### config.mk
export PLATFORM = sky130hd
export DESIGN_NAME = clk_rst_sequencer
export DESIGN_NICKNAME = d
export VERILOG_FILES = /design/src/rtl/clk_rst_sequencer.sv
export SDC_FILE = /design/constraint.sdc
export NUM_CORES = 1
export LEC_CHECK = 0
export ABC_AREA = 1
export CORE_MARGIN = 2
export CORE_UTILIZATION = 50
export CTS_CLUSTER_SIZE = 30
export DETAILED_ROUTE_END_ITERATION = 10
export GPL_TIMING_DRIVEN = 0
export PLACE_DENSITY = 0.68
export SLEW_MARGIN = 25
export SYNTH_ARGS = -nofsm -noshare
export SYNTH_HDL_FRONTEND = slang
export SYNTH_SLANG_ARGS = --single-unit
### constraint.sdc
create_clock -name i_clk -period 2.5 [get_ports i_clk]
set_clock_uncertainty 0.05 [all_clocks]
set_input_delay 0.625 -clock i_clk [delete_from_list [all_inputs] [get_ports i_clk]]
set_output_delay 0.625 -clock i_clk [all_outputs]
set_load 0.05 [all_outputs]
### src/rtl/clk_rst_sequencer.sv
// clk_rst_sequencer
//   Qualifies the clock wizard's asynchronous lock status. It then releases the
//   system reset and, after a fixed delay, the DDR3/memory-controller reset.
//   It also drives a per-state blink pattern on the core-board status LED.
//   Everything runs on the 100 MHz wizard output clock.
//
// Ports
//   i_clk           100 MHz clock from the clock wizard
//   i_rst_n         asynchronous active-low reset
//   i_locked        wizard lock, asynchronous to i_clk
//   o_sys_rst_n     system-logic reset, active-low
//   o_mem_rst_n     memory-controller reset, active-low
//   o_ready         high once fully out of reset (RUN)
//   o_core_led      status LED, active-low (0 = lit)
//   o_lock_loss_cnt saturating count of lock losses since i_rst_n
module clk_rst_sequencer #(
    parameter int LOCK_STABLE_CYCLES = 1024,
    parameter int MEM_DELAY_CYCLES   = 20000,
    parameter int LED_FAST_CYCLES    = 5_000_000,
    parameter int LED_SLOW_CYCLES    = 50_000_000
) (
    input  logic       i_clk,
    input  logic       i_rst_n,
    input  logic       i_locked,
    output logic       o_sys_rst_n,
    output logic       o_mem_rst_n,
    output logic       o_ready,
    output logic       o_core_led,
    output logic [7:0] o_lock_loss_cnt
);

    localparam int SEQ_MAX = (LOCK_STABLE_CYCLES > MEM_DELAY_CYCLES) ? LOCK_STABLE_CYCLES : MEM_DELAY_CYCLES;
    localparam int CW      = ($clog2(SEQ_MAX) < 1) ? 1 : $clog2(SEQ_MAX);
    localparam int LED_MAX = (LED_FAST_CYCLES > LED_SLOW_CYCLES) ? LED_FAST_CYCLES : LED_SLOW_CYCLES;
    localparam int LW      = ($clog2(LED_MAX) < 1) ? 1 : $clog2(LED_MAX);

    localparam logic [CW-1:0] STABLE_LAST = CW'(LOCK_STABLE_CYCLES - 1);
    localparam logic [CW-1:0] MEM_LAST    = CW'(MEM_DELAY_CYCLES - 1);
    localparam logic [CW-1:0] CNT_ONE     = CW'(1);
    localparam logic [LW-1:0] FAST_LAST   = LW'(LED_FAST_CYCLES - 1);
    localparam logic [LW-1:0] SLOW_LAST   = LW'(LED_SLOW_CYCLES - 1);
    localparam logic [LW-1:0] LED_ONE     = LW'(1);

    typedef enum logic [1:0] {
        WAIT_LOCK = 2'd0,
        STABLE    = 2'd1,
        SYS_UP    = 2'd2,
        RUN       = 2'd3
    } state_t;

    state_t          state_q, state_d;
    logic            lock_s1, locked_s;
    logic [CW-1:0]   cnt_q, cnt_d;
    logic [LW-1:0]   led_cnt_q, led_cnt_d;
    logic            sys_d, mem_d, rdy_d, led_d;
    logic [7:0]      loss_d;
    logic            fast_wrap, slow_wrap;

    assign fast_wrap = (led_cnt_q == FAST_LAST);
    assign slow_wrap = (led_cnt_q == SLOW_LAST);

    // 2-flop synchronizer for the asynchronous lock input
    always_ff @(posedge i_clk or negedge i_rst_n) begin
        if (!i_rst_n) begin
            lock_s1  <= 1'b0;
            locked_s <= 1'b0;
        end else begin
            lock_s1  <= i_locked;
            locked_s <= lock_s1;
        end
    end

    always_ff @(posedge i_clk or negedge i_rst_n) begin
        if (!i_rst_n) begin
            state_q         <= WAIT_LOCK;
            cnt_q           <= '0;
            led_cnt_q       <= '0;
            o_sys_rst_n     <= 1'b0;
            o_mem_rst_n     <= 1'b0;
            o_ready         <= 1'b0;
            o_core_led      <= 1'b1;
            o_lock_loss_cnt <= 8'd0;
        end else begin
            state_q         <= state_d;
            cnt_q           <= cnt_d;
            led_cnt_q       <= led_cnt_d;
            o_sys_rst_n     <= sys_d;
            o_mem_rst_n     <= mem_d;
            o_ready         <= rdy_d;
            o_core_led      <= led_d;
            o_lock_loss_cnt <= loss_d;
        end
    end

    always_comb begin
        state_d   = state_q;
        cnt_d     = cnt_q;
        led_cnt_d = led_cnt_q;
        sys_d     = o_sys_rst_n;
        mem_d     = o_mem_rst_n;
        rdy_d     = o_ready;
        led_d     = o_core_led;
        loss_d    = o_lock_loss_cnt;

        if (state_q == WAIT_LOCK) begin
            sys_d     = 1'b0;
            mem_d     = 1'b0;
            rdy_d     = 1'b0;
            led_d     = 1'b1;
            led_cnt_d = '0;
            if (locked_s) begin
                state_d = STABLE;
                cnt_d   = '0;
                led_d   = 1'b0;
            end
        end else if (!locked_s) begin
            // Lock loss wins over any terminal count on this edge
            state_d   = WAIT_LOCK;
            cnt_d     = '0;
            sys_d     = 1'b0;
            mem_d     = 1'b0;
            rdy_d     = 1'b0;
            led_d     = 1'b1;
            led_cnt_d = '0;
            if (o_lock_loss_cnt != 8'hFF)
                loss_d = o_lock_loss_cnt + 8'd1;
        end else begin
            // Blink: fast through STABLE/SYS_UP (no restart between them), slow in RUN
            if ((state_q == RUN) ? slow_wrap : fast_wrap) begin
                led_d     = ~o_core_led;
                led_cnt_d = '0;
            end else begin
                led_cnt_d = led_cnt_q + LED_ONE;
            end

            case (state_q)
                STABLE: begin
                    if (cnt_q == STABLE_LAST) begin
                        state_d = SYS_UP;
                        sys_d   = 1'b1;
                        cnt_d   = '0;
                    end else begin
                        cnt_d = cnt_q + CNT_ONE;
                    end
                end
                SYS_UP: begin
                    if (cnt_q == MEM_LAST) begin
                        state_d   = RUN;
                        mem_d     = 1'b1;
                        rdy_d     = 1'b1;
                        led_d     = 1'b0;   // RUN entry restarts the blink lit
                        led_cnt_d = '0;
                    end else begin
                        cnt_d = cnt_q + CNT_ONE;
                    end
                end
                default: ;                  // RUN holds
            endcase
        end
    end

endmodule

==> impl_metrics.py <==
metrics = {
    "routing": {
        "drt_iter0_markers": 114,
        "final_antenna_net_count": 0,
        "via_per_inst": 4.99,
        "dr_total_vias": 2807,
        "avgRoutedWirePerCell_um": 12.2,
        "drcViolationCount": 0,
        "wl_um": 6850,
        "dr.pass1.iters": 4,
    },
    "global_route": {
        "grt_use_total": 0.203,
        "overflow": 0,
        "grt_pass1_vias": 2745,
        "grt_max_degree": 41,
        "antenna_found_initial": 0,
        "grt_pass1_wl_um": 12100,
    },
    "layout": {
        "final-seq-area_mm2": 0.00140,
        "nFillCells": 638,
        "layout.cells.non_filler": 563,
        "stdcell_area_mm2": 0.00375,
        "finish.utilization": 0.562,
        "mostFrequentLayoutCell": "nand2_1",
        "multi_input_area_mm2": 0.00170,
        "drive_gt1_frac": 0.0849,
        "nets": 492,
        "diodes": 0,
        "syn_to_final_growth_pct": 10.2,
        "mostFrequentLayoutCells": "113 x nand2_1, 86 x nor2_1, 62 x inv_1",
    },
    "yosys": {
        "avgSynthCellArea_um2": 7.41,
        "synth_cells": 460,
        "synth_edf_count": 0,
        "synthArstFlopShare": 1.00,
        "ys.flop_type": "dfrtp_1",
        "synth-seq-area-share": 0.412,
        "ys_warn_count": 0,
        "synth_nets": 470,
        "synth_seq_cells": 56,
        "synth.distinct_cells": 32,
        "syn_area_mm2": 0.00341,
    },
    "clock_network": {
        "cts.path.max_buffers": 2,
        "clock_latency_ns": 0.31,
        "h-tree-depth": 2,
        "clock_sinks": 56,
        "cts_setup_buffers": 0,
        "numCtsBuffers": 5,
        "tritoncts": "done",
        "clkTransAtPathRegs_ns": 0.11,
        "cts_hold_buf": 0,
        "cts_resized": 0,
        "clockRootBuffer": "clkbuf_8",
    },
    "placement": {
        "hpwl_um": 5340,
        "io_buffers": 14,
        "placed_area_mm2": 0.00366,
        "globalplace.congestion": 0.917,
        "placed_cells": 555,
    },
    "timing": {
        "hold_viol": 0,
        "min_period_over_period": 0.933,
        "drv_slew": 0,
        "relSlewSlack": 0.531,
        "finalCriticalPeriod_ns": 2.33,
        "grt_setup_unrepaired": "false",
        "max_freq_mhz": 429,
        "final-setup-viol-count": 0,
        "tightestPinTransition_ns": 0.698,
    },
    "floorplanning": {
        "io_pins": 15,
        "start_util": 0.510,
        "dieArea_mm2": 0.00749,
        "core_mm2": 0.00668,
        "die_height_um": 86.5,
        "die_x_um": 86.5,
        "row_count": 30,
    },
    "critical_path": {
        "slowest_delay_ns": 0.80,
        "critical_path_class": "register to output pin",
        "critPathArrivalTime_ns": 1.66,
        "crit_path_top_delay_cell": "clkdlybuf4s50_1",
        "crit_family": "buffers and inverters",
        "r2r-end": "cnt_q[9]$_DFFE_PN0P_",
        "cp.buffers_inverters": 1,
        "crit_path_end_kind": "output pin",
        "crit_required_ns": 1.82,
        "r2r_start": "state_q[0]$_DFFE_PN0P_",
        "ff2ff_setup_slack_ns": 0.46,
        "start_kind": "register",
        "path_cells": "clkdlybuf4s50_1",
        "r2r_cells": 8,
        "path_max_fanout": 3,
        "path_depth": 1,
    },
    "status": {
        "status": "finished, final reports clean",
    },
    "power_and_ir_drop": {
        "powerDensity_mw_per_mm2": 680,
        "ir_worst_vdd_uv": 551,
        "p_leak_nw": 1.68,
    },
    "hold_path": {
        "hold_path_class": "primary input to asynchronous set/reset pin",
    },
    "job": {
        "drv_cap": 0,
    },
}
## routing by layer
layer | part of all wire | GRT usage | vias to the layer above
met1 | 0.47 | 0.262 | 1272
met4 | 0.013 | 0.0653 | 0
met2 | 0.49 | 0.349 | 46
met5 | 0 | 0 | -
met3 | 0.030 | 0.0314 | 9
li1 | - | - | 1480
## cell families after synthesis
kind of cell / count (synthesis) / synth area share
AOI/OAI and AO/OA: 26 / 0.0455
xor gates and xnor gates: 27 / 0.0694
adders and majority gates: 7 / 0.0257
buffers and inverters: 70 / 0.0889
DFF: 56 / 0.412
and+or+nand+nor: 274 / 0.359
## metrics by stage
stage                     power, mW  hold WS [ns]  setup TNS, ns  setup WS, ns
after global placement         2.06         0.284         -55.92         -1.01
after floorplan                1.79         0.279              0         0.724
after CTS                      2.59         0.102              0         0.148
after global routing           2.74        0.0954              0         0.135
after detailed placement       2.08         0.299              0         0.444
final                          2.55         0.104              0         0.167
## where the power goes
part           leakage (nW)  total [mW]  internal (mW)  switching (mW)
combinational         0.876       0.950          0.304           0.646
clock                0.0445       0.504          0.200           0.304
sequential            0.759        1.10           1.01          0.0929
## sequential cells by signal, indices dropped and copies added (netlist names)
signal / count
led_cnt_q: 26
state_q: 2
o_core_led: 1
cnt_q: 15
o_lock_loss_cnt: 8
o_sys_rst_n: 1
locked_s: 1
lock_s1: 1
o_ready: 1
## layout make-up
class	instances	share of cell area
Multi-Input combinational cell	334	0.453
Sequential cell	56	0.374
Inverter	65	0.0650
Timing Repair Buffer	15	0.0420
Tap cell	80	0.0267
Clock buffer	5	0.0183
Buffer	5	0.0157
Clock inverter	3	0.00566
## worst max path at each step
stage / start / end / slack [ns]
6_report: o_core_led$_DFF_PN1_ / o_core_led / 0.17
3_5_place_dp: state_q[0]$_DFFE_PN0P_ / cnt_q[9]$_DFFE_PN0P_ / 0.44
4_1_cts: o_core_led$_DFF_PN1_ / o_core_led / 0.15
3_3_place_gp: i_rst_n / cnt_q[13]$_DFFE_PN0P_ / -1.01
2_1_floorplan: o_lock_loss_cnt[0]$_DFFE_PN0P_ / o_lock_loss_cnt[7]$_DFFE_PN0P_ / 0.72
5_1_grt: o_core_led$_DFF_PN1_ / o_core_led / 0.14
## synth_stat cells (3+ instances only)
library cell | instances | area, um2
a21oi_1 | 5 | 25.0
dfrtp_1 | 55 | 1380
ha_1 | 7 | 87.6
inv_1 | 62 | 233
inv_2 | 3 | 11.3
nand2_1 | 113 | 424
nand2_2 | 4 | 25.0
nand2_4 | 3 | 33.8
nand3_1 | 31 | 155
nand4_1 | 12 | 75.1
nor2_1 | 86 | 323
nor2_2 | 6 | 37.5
nor3_1 | 10 | 50.1
o21ai_0 | 10 | 50.1
o21ai_2 | 3 | 26.3
o21bai_1 | 3 | 22.5
xnor2_1 | 6 | 52.6
xor2_1 | 21 | 184
Note: power is estimated with default switching activity, not from simulation.
